**src/rtl/alu_mc.sv**
```systemverilog
// Multi-cycle ALU: single-cycle logic/arithmetic ops plus iterative shift-add
// multiply and restoring divide, with a registered result and a one-cycle done pulse.
module alu_mc #(
    parameter int SIZE = 8
) (
    input  logic                clk,
    input  logic                rst,
    input  logic                enable,
    input  logic [3:0]          command,
    input  logic [SIZE-1:0]     a,
    input  logic [SIZE-1:0]     b,
    output logic                busy,
    output logic                done,
    output logic                overflow,
    output logic [2*SIZE-1:0]   result
);

    localparam int SH = $clog2(SIZE);
    localparam int CW = $clog2(SIZE + 1);

    localparam logic [3:0] CMD_ADD = 4'd0;
    localparam logic [3:0] CMD_SUB = 4'd1;
    localparam logic [3:0] CMD_AND = 4'd2;
    localparam logic [3:0] CMD_OR  = 4'd3;
    localparam logic [3:0] CMD_XOR = 4'd4;
    localparam logic [3:0] CMD_NOT = 4'd5;
    localparam logic [3:0] CMD_SHL = 4'd6;
    localparam logic [3:0] CMD_SHR = 4'd7;
    localparam logic [3:0] CMD_SRA = 4'd8;
    localparam logic [3:0] CMD_SLT = 4'd9;
    localparam logic [3:0] CMD_MUL = 4'd10;
    localparam logic [3:0] CMD_DIV = 4'd11;

    typedef enum logic [1:0] {IDLE, MUL, DIV, DONE} state_t;

    state_t              state, next_state;
    logic [3:0]          op_cmd;
    logic [SIZE-1:0]     op_a, op_b;
    logic [2*SIZE-1:0]   p;
    logic [CW-1:0]       cnt;
    logic                accept, last_iter;
    logic [SIZE:0]       add_sum, sub_diff, mul_sum, div_shift, div_diff;
    logic                div_qbit;
    logic [SIZE-1:0]     div_rem;
    logic [2*SIZE-1:0]   wb_result;
    logic                wb_ovf;

    assign busy      = (state != IDLE);
    assign accept    = enable && (state == IDLE) && !done;
    assign last_iter = (cnt == CW'(SIZE - 1));

    always_ff @(posedge clk or posedge rst) begin
        if (rst) state <= IDLE;
        else     state <= next_state;
    end

    // DONE is the write-back cycle; divide by zero skips the iterative path
    always_comb begin
        next_state = state;
        case (state)
            IDLE: begin
                if (accept) begin
                    if (command == CMD_MUL)                      next_state = MUL;
                    else if (command == CMD_DIV && b != '0)      next_state = DIV;
                    else                                         next_state = DONE;
                end
            end
            MUL, DIV: if (last_iter) next_state = DONE;
            DONE:     next_state = IDLE;
            default:  next_state = IDLE;
        endcase
    end

    assign add_sum  = {1'b0, op_a} + {1'b0, op_b};
    assign sub_diff = {1'b0, op_a} - {1'b0, op_b};

    // p holds {partial product, remaining multiplier bits} during MUL
    assign mul_sum   = {1'b0, p[2*SIZE-1:SIZE]} + (p[0] ? {1'b0, op_a} : '0);

    // p holds {remainder, dividend/quotient bits} during DIV
    assign div_shift = p[2*SIZE-1:SIZE-1];
    assign div_diff  = div_shift - {1'b0, op_b};
    assign div_qbit  = ~div_diff[SIZE];
    assign div_rem   = div_qbit ? div_diff[SIZE-1:0] : div_shift[SIZE-1:0];

    always_comb begin
        wb_result = '0;
        wb_ovf    = 1'b0;
        case (op_cmd)
            CMD_ADD: begin
                wb_result = {{(SIZE-1){1'b0}}, add_sum};
                wb_ovf    = (op_a[SIZE-1] == op_b[SIZE-1]) && (add_sum[SIZE-1] != op_a[SIZE-1]);
            end
            CMD_SUB: begin
                wb_result = {{(SIZE-1){1'b0}}, sub_diff};
                wb_ovf    = (op_a[SIZE-1] != op_b[SIZE-1]) && (sub_diff[SIZE-1] != op_a[SIZE-1]);
            end
            CMD_AND: wb_result = {{SIZE{1'b0}}, op_a & op_b};
            CMD_OR:  wb_result = {{SIZE{1'b0}}, op_a | op_b};
            CMD_XOR: wb_result = {{SIZE{1'b0}}, op_a ^ op_b};
            CMD_NOT: wb_result = {{SIZE{1'b0}}, ~op_a};
            CMD_SHL: wb_result = {{SIZE{1'b0}}, op_a << op_b[SH-1:0]};
            CMD_SHR: wb_result = {{SIZE{1'b0}}, op_a >> op_b[SH-1:0]};
            CMD_SRA: wb_result = {{SIZE{1'b0}}, $signed(op_a) >>> op_b[SH-1:0]};
            CMD_SLT: wb_result = {{(2*SIZE-1){1'b0}}, $signed(op_a) < $signed(op_b)};
            CMD_MUL: wb_result = p;
            CMD_DIV: begin
                if (op_b == '0) begin
                    wb_result = {op_a, {SIZE{1'b1}}};
                    wb_ovf    = 1'b1;
                end else begin
                    wb_result = p;
                end
            end
            default: ;
        endcase
    end

    always_ff @(posedge clk or posedge rst) begin
        if (rst) begin
            op_cmd   <= '0;
            op_a     <= '0;
            op_b     <= '0;
            p        <= '0;
            cnt      <= '0;
            done     <= 1'b0;
            overflow <= 1'b0;
            result   <= '0;
        end else begin
            done <= 1'b0;
            case (state)
                IDLE: begin
                    if (accept) begin
                        op_cmd <= command;
                        op_a   <= a;
                        op_b   <= b;
                        cnt    <= '0;
                        p      <= (command == CMD_DIV) ? {{SIZE{1'b0}}, a} : {{SIZE{1'b0}}, b};
                    end
                end
                MUL: begin
                    p   <= {mul_sum, p[SIZE-1:1]};
                    cnt <= cnt + CW'(1);
                end
                DIV: begin
                    p   <= {div_rem, p[SIZE-2:0], div_qbit};
                    cnt <= cnt + CW'(1);
                end
                DONE: begin
                    result   <= wb_result;
                    overflow <= wb_ovf;
                    done     <= 1'b1;
                end
                default: ;
            endcase
        end
    end

endmodule

```
**config.mk**
```make
export PLATFORM = sky130hd
export DESIGN_NAME = alu_mc
export DESIGN_NICKNAME = d
export VERILOG_FILES = /design/src/rtl/alu_mc.sv
export SDC_FILE = /design/constraint.sdc
export NUM_CORES = 1
export LEC_CHECK = 0
export CAP_MARGIN = 0
export CORE_MARGIN = 1
export CORE_UTILIZATION = 50
export CTS_BUF_LIST = sky130_fd_sc_hd__clkbuf_8
export CTS_CLUSTER_SIZE = 20
export DETAILED_ROUTE_END_ITERATION = 16
export PLACE_DENSITY_LB_ADDON = 0.05
export REMOVE_ABC_BUFFERS = 1
export SLEW_MARGIN = 20
export SYNTH_ARGS = -nofsm -noshare
export SYNTH_HDL_FRONTEND = slang
export SYNTH_SLANG_ARGS = --single-unit
```
**constraint.sdc**
```tcl
create_clock -name clk -period 2.5 [get_ports clk]
set_input_delay 0.625 -clock clk [delete_from_list [all_inputs] [get_ports clk]]
set_output_delay 0.625 -clock clk [all_outputs]
set_load 0.02 [all_outputs]
```
Word level (Yosys, flattened, before mapping)
Cells that the tools add are included.
- flip-flop bits (word level): 60
- bits in latches: 0
- bits in writable memories: 0
- ROM bits: 0
- bits of input ports: 23
- memories kept: 0
- add/sub/neg operators: 5
- multipliers: 0
- div/mod/pow operators: 0
- order comparisons: 1
- equality and inequality tests: 23
- shift-type cells: 3
- multiplexer cells: 17
- bitwise operators: 5
- reduce and logical (&&, ||, !) cells: 18
- operators with widths (operator ; number):
    one-hot mux 16 bit (12 select lines) ; 1
    one-hot mux 16 bit (3 select lines) ; 1
    2-to-1 mux 16 bit ; 2
    == test 4 bit, second input constant ; 6
    2-to-1 mux 8 bit ; 3
    == test 4 x 3 -> 1 bit, second input constant ; 5
    adder 8 x 8 -> 9 bit ; 2
    subtractor 8 x 8 -> 9 bit ; 1
    subtractor 9 x 8 -> 9 bit ; 1
    AND 8 bit ; 1
    == test 4 x 2 -> 1 bit, second input constant ; 2
    zero test 8 bit ; 1
    < comparator 8 bit ; 1
    NOT 8 bit ; 1
    bitwise OR 8 bit ; 1
    one-hot mux 4 bit (2 select lines) ; 1
    AND reduction 2 bit ; 4
    nonzero test 8 bit ; 1
    left shift 8 x 3 -> 8 bit ; 1
    right shift 8 x 3 -> 8 bit ; 1
    >>> shifter 8 x 3 -> 8 bit ; 1
    bitwise XOR 8 bit ; 1
    2-to-1 mux 2 bit ; 3
    one-hot mux 2 bit (3 select lines) ; 1
    other kinds (19) ; 29

Depth between registers and ports, before layout
- depth in word-level cells: 6
- mapped depth: 10
- mapped depth without buffers: 10

Worst setup path before layout
OpenSTA, ideal clock, no wires.
- path type: flip-flop to flip-flop
- start point: register op_a[5]
- end point: register result[6]
- setup time: 0.132 ns
- arrival time: 2.377 ns
- path slack: -0.009 ns
- stages on the path, launching flop included: 10
- period minus slack after synthesis: 2.509 ns
- cells stage by stage: dfrtp_1 -> clkbuf_1 -> inv_1 -> ha_1 -> nor2b_1 -> a221oi_1 -> o22ai_1 -> a22o_1 -> o41ai_1 -> or3b_1
- word-level cells in the longest chain between the ends: 2
- elaborated cells between the ends (all ways): 6
- those cells by class: add/sub (2); shift (3); mux (1)
- RTL lines (element ; line ; text):
    start: declaration ; 38 ; logic [SIZE-1:0] op_a, op_b;
    start signal: assignment ; 122 ; op_a <= '0;
    start signal: assignment ; 135 ; op_a <= a;
    subtractor 8 x 8 -> 9 bit (tied with other cells) ; 75 ; assign sub_diff = {1'b0, op_a} - {1'b0, op_b};
    one-hot mux 16 bit (12 select lines) (*) ; 89 ; case (op_cmd)
    end signal: assignment ; 150 ; result <= wb_result;
    end: declaration ; 15 ; output logic [2*SIZE-1:0] result
Every way passes the cells marked *; elsewhere a longest branch is shown, timed or not.
A chain may end at the register's enable or synchronous reset.

Final worst setup path
- start point: register op_b[6]
- end point: register p[8]
- word-level cells in the longest chain between the ends: 3
- RTL lines (element ; line ; text):
    start: declaration ; 38 ;
    start signal: assignment ; 123 ; op_b <= '0;
    start signal: assignment ; 136 ; op_b <= b;
    subtractor 9 x 8 -> 9 bit ; 82 ; assign div_diff = div_shift - {1'b0, op_b};
    2-to-1 mux 8 bit ; 84 ; assign div_rem = div_qbit ? div_diff[SIZE-1:0] : div_shift[SIZE-1:0];
    one-hot mux 16 bit (3 select lines) ; 131 ; case (state)
    end signal: assignment ; 138 ; p <= (command == CMD_DIV) ? {{SIZE{1'b0}}, a} : {{SIZE{1'b0}}, b};
    end signal: assignment ; 142 ; p <= {mul_sum, p[SIZE-1:1]};
    end signal: assignment ; 146 ; p <= {div_rem, p[SIZE-2:0], div_qbit};
    end: declaration ; 39 ; logic [2*SIZE-1:0] p;
No other way between the ends.

==> results.md <==
- The flow ran to the end, and the final reports show no timing, DRC or antenna violations.
- The leading register cell type out of synthesis is dfrtp_1.
- The most area-hungry cell type in the Yosys netlist is dfrtp_1.
- The required time reported for the critical path endpoint is ~2.8 ns.
- Routability-driven placement finished with a final weighted congestion of roughly 0.92.
- The total overflow left after global routing is 0.
- The number of antenna violations at the first check in global routing is 0.
- The floorplan has 38 rows.
- The synthesized cell area is around 5700 sq um.
- Measured along the x axis, the die boundary spans 108 um.
- Entering global routing, the biggest net connects 61 pins.
- For this run, the number of Yosys warnings is 0.
- Sequential cells account for between 10% and 20% of the total power.
- In the final layout, the share of cells above drive strength 1 is approximately 23%.
- In the post-synthesis netlist, the biggest area contributors are dfrtp_1, ha_1, mux2_2.
- The cell total after placement is 872.
- The die covers around 12,000 sq um.
- The cell count after synthesis is ~650.
- The average wire per cell in the routed design is about 22 um.
- The detail route stage leaves a number of antenna-violating nets equal to 0.
- The sequential cell area fraction in the yosys report is a little over a quarter.
- The final number of hold-violating endpoints is 0.
- The via count of the first global-routing pass is between 5,000 and 6,000.
- The power share of the clock group is under 10%.
- Net switching is around 50% of the power.
- The initial cell density of the core is around half.
- The first detailed-routing pass ran for 7 iterations.
- The design draws around 12 mW.
- The total area inside the core boundary comes to 10,900 sq um.
- The critical path data arrival time is around 2.7 ns.
- The netlist uses 74 different library cells.
- The number of vias after detailed routing is around 5,600.
- The count of hold-fix buffers inserted at cts is 0.
- After detailed routing, the number of remaining DRC violations is 0.
- Ranked by instance count, the synthesized netlist is headed by nand2_1, dfrtp_1, ha_1.
- For this run, the top clock speed supported by timing is slightly above 0.4 GHz.
- After detailed routing, the number of vias per cell comes to between 6 and 7.
- The HPWL after detailed placement is about 15 mm.
- The count of H-tree levels built during CTS is 3.
- The share of synthesized area in the top cell type comes to 26.5%.
- The first routing iteration left between 400 and 500 violations.
- Along the worst path, the maximum fanout reaches 5.
- After clock tree synthesis, the clock-pin slew on the worst setup and hold paths is 0.08 ns.
- The tool flagged a number of max-cap violations equal to 0.
- The analysis attributes to net switching a power of about 5.8 mW.
- In this run the vertical extent of the chip is 108 um.
- Global routing used approximately a third of the available tracks.
- The worst slew margin relative to its limit is between 50% and 60%.
- The boundary pin count is 42.
- The fraction of registers with async set or reset after synthesis is 100%.
- The critical path is of the reg2reg type.
- The tree built by TritonCTS fans out to 60 sinks.
- The number of non-filler instances in the completed layout is 890.
- The time the worst path needs with I/O delays and setup is roughly 2.4 ns.
- 0 antenna diodes ended up in the layout.
- The count of buffers added on input and output ports is slightly above 40.
- The share of the cycle needed by the critical path after routing is between 90% and 100%.
- The internal power component is between 5 and 6 mW.
- In the final design database the tool counted around 820 nets.
- Synthesis inferred 60 register bits.
- The combinational share of power is about three quarters.
- IR analysis of the VDD net gives a maximum drop of 0.841 mV.
- Among all cell types in the netlist, the one instantiated most often is nand2_1.
- The buffer cell driving the clock tree root is clkbuf_8.
- The buffer depth of the longest clock path is 2.
- The number of enable flip-flop cells after synthesis is 0.
- The startpoint type of the worst setup path is a register.
- The ratio of total power to cell area is 1650 nW/um^2.
- At the pin with the least slew margin, the transition time is between 0.6 and 0.7 ns.
- The final number of max-transition violations is 0.
- The worst setup path is captured at a register.
- The post-synthesis to final-layout area growth is 24.1%.
- In this run the register-to-register setup slack is between 0.05 and 0.06 ns.
- Dividing the synthesized area by the synthesized cell count gives approximately 8.7 sq um.
- The class of the tightest hold or removal check is reg2reg.
- The final setup violation count is 0.
- TritonCTS built the clock tree.
- Across the routed clock network, the largest skew measured is 0.00895 ns.
- The source-to-sink clock delay at the later pin of the worst-skew pair is 0.36 ns.
- The wire length of the first global-routing pass is a little over 30 mm.
- The leakage power is around 3.1 nW.
- The TritonCTS buffer count is 9.
- For this block, the routed nets add up to around 19 mm of wire.
==> final cells by class <==
type,count,area [sq um]
fill,944,3910
multi-input combinational,510,3910
sequential,60,1500
timing repair buffer,123,1070
tap,140,175
inverter,41,154
clock buffer,9,124
clock inverter,7,92.6
==> critical path: stages, from the launching register on <==
cell     delay [ns]
dfrtp_1        0.43
inv_1          0.09
buf_4          0.15
ha_1           0.38
nand3_1        0.14
a21oi_2        0.18
mux2i_2        0.34
nand2_2        0.19
mux2_1         0.35
o21ai_1        0.12
==> layout by cell type (no fill, tap or decap), types with 10 or more instances in the layout <==
| cell type | instances |
|---|---|
| buf_4 | 78 |
| nand2_1 | 63 |
| dfrtp_1 | 60 |
| ha_1 | 47 |
| a21oi_1 | 42 |
| clkdlybuf4s50_1 | 40 |
| inv_1 | 39 |
| o21ai_0 | 38 |
| nor2_1 | 33 |
| mux2_2 | 29 |
| a22oi_1 | 18 |
| nor3_1 | 13 |
| and2_1 | 13 |
| o211ai_1 | 13 |
| nor2b_1 | 13 |
| mux2i_1 | 13 |
| nand3_1 | 12 |
| xnor2_1 | 10 |
==> path summary, 6_finish.rpt <==
path	startpoint	endpoint	cells after the start
setup / recovery	op_b[6]$_DFFE_PP0P_	p[8]$_DFFE_PP0P_	9
hold / removal	result[3]$_DFFE_PP0P_	result[3]$_DFFE_PP0P_	2
setup reg to reg	op_b[6]$_DFFE_PP0P_	p[8]$_DFFE_PP0P_	9
hold reg to reg	result[3]$_DFFE_PP0P_	result[3]$_DFFE_PP0P_	2
max in group asynchronous	rst	op_cmd[3]$_DFFE_PP0P_	3
min in group asynchronous	rst	p[9]$_DFFE_PP0P_	3
==> routing by layer <==
layer  global-route usage [%]  vias up  part of all wire, %
met1                     47.0     2694                   42
met3                     5.24       52                  7.2
li1                         -     2601                    -
met4                     16.3        0                  3.8
met2                     56.5      253                   47
met5                        0        -                    0
==> stage by stage <==
step / utilization (%) / hold slack [ns] / setup WS, ns / area (sq um) / setup TNS (ns)
finish: 64.2 / 0.492 / 0.0522 / 7020 / 0
global placement: 61.4 / 0.471 / 0.0430 / 6710 / 0
global route: 64.2 / 0.500 / -0.0547 / 7020 / -0.121
CTS: 63.4 / 0.498 / 0.0194 / 6930 / 0
detailed placement: 61.4 / 0.478 / 0.00529 / 6710 / 0
floorplan: - / 0.484 / -0.246 / 5480 / -0.524
==> state kept, by name, indices dropped and copies added, names as in the netlist <==
name      count
p            16
result       16
op_a          8
op_b          8
cnt           4
op_cmd        4
state         2
done          1
overflow      1
==> power by group through the flow <==
| stage | sequential [mW] | clock [mW] | combinational (mW) |
|---|---|---|---|
| floorplan | 2.11 | 0 | 4.71 |
| global placement | 1.86 | 0 | 8.19 |
| detailed placement | 1.88 | 0 | 8.25 |
| CTS | 1.86 | 1.01 | 8.33 |
| global route | 1.93 | 1.05 | 9.44 |
| finish | 1.88 | 0.994 | 8.68 |
==> cell families after synthesis <==
| kind of cell | after synthesis | synth area share [%] |
|---|---|---|
| AO/OA/AOI/OAI | 203 | 24.5 |
| AND/OR/NAND/NOR | 185 | 16.5 |
| buffers and inverters | 79 | 5.90 |
| flip-flops | 60 | 26.5 |
| multiplexers | 55 | 12.4 |
| adder cells (fa/ha/maj) | 51 | 11.8 |
| XOR/XNOR | 15 | 2.32 |
==> timing repair <==
| item | CTS | global route |
|---|---|---|
| cloned | 0 | 1 |
| gates resized for setup | 3 | 22 |
| buffers inserted | 0 | 1 |
| pin swaps | 0 | 4 |
| setup endpoints to repair | 3 | 15 |
Power figures use the tool's default switching activity.
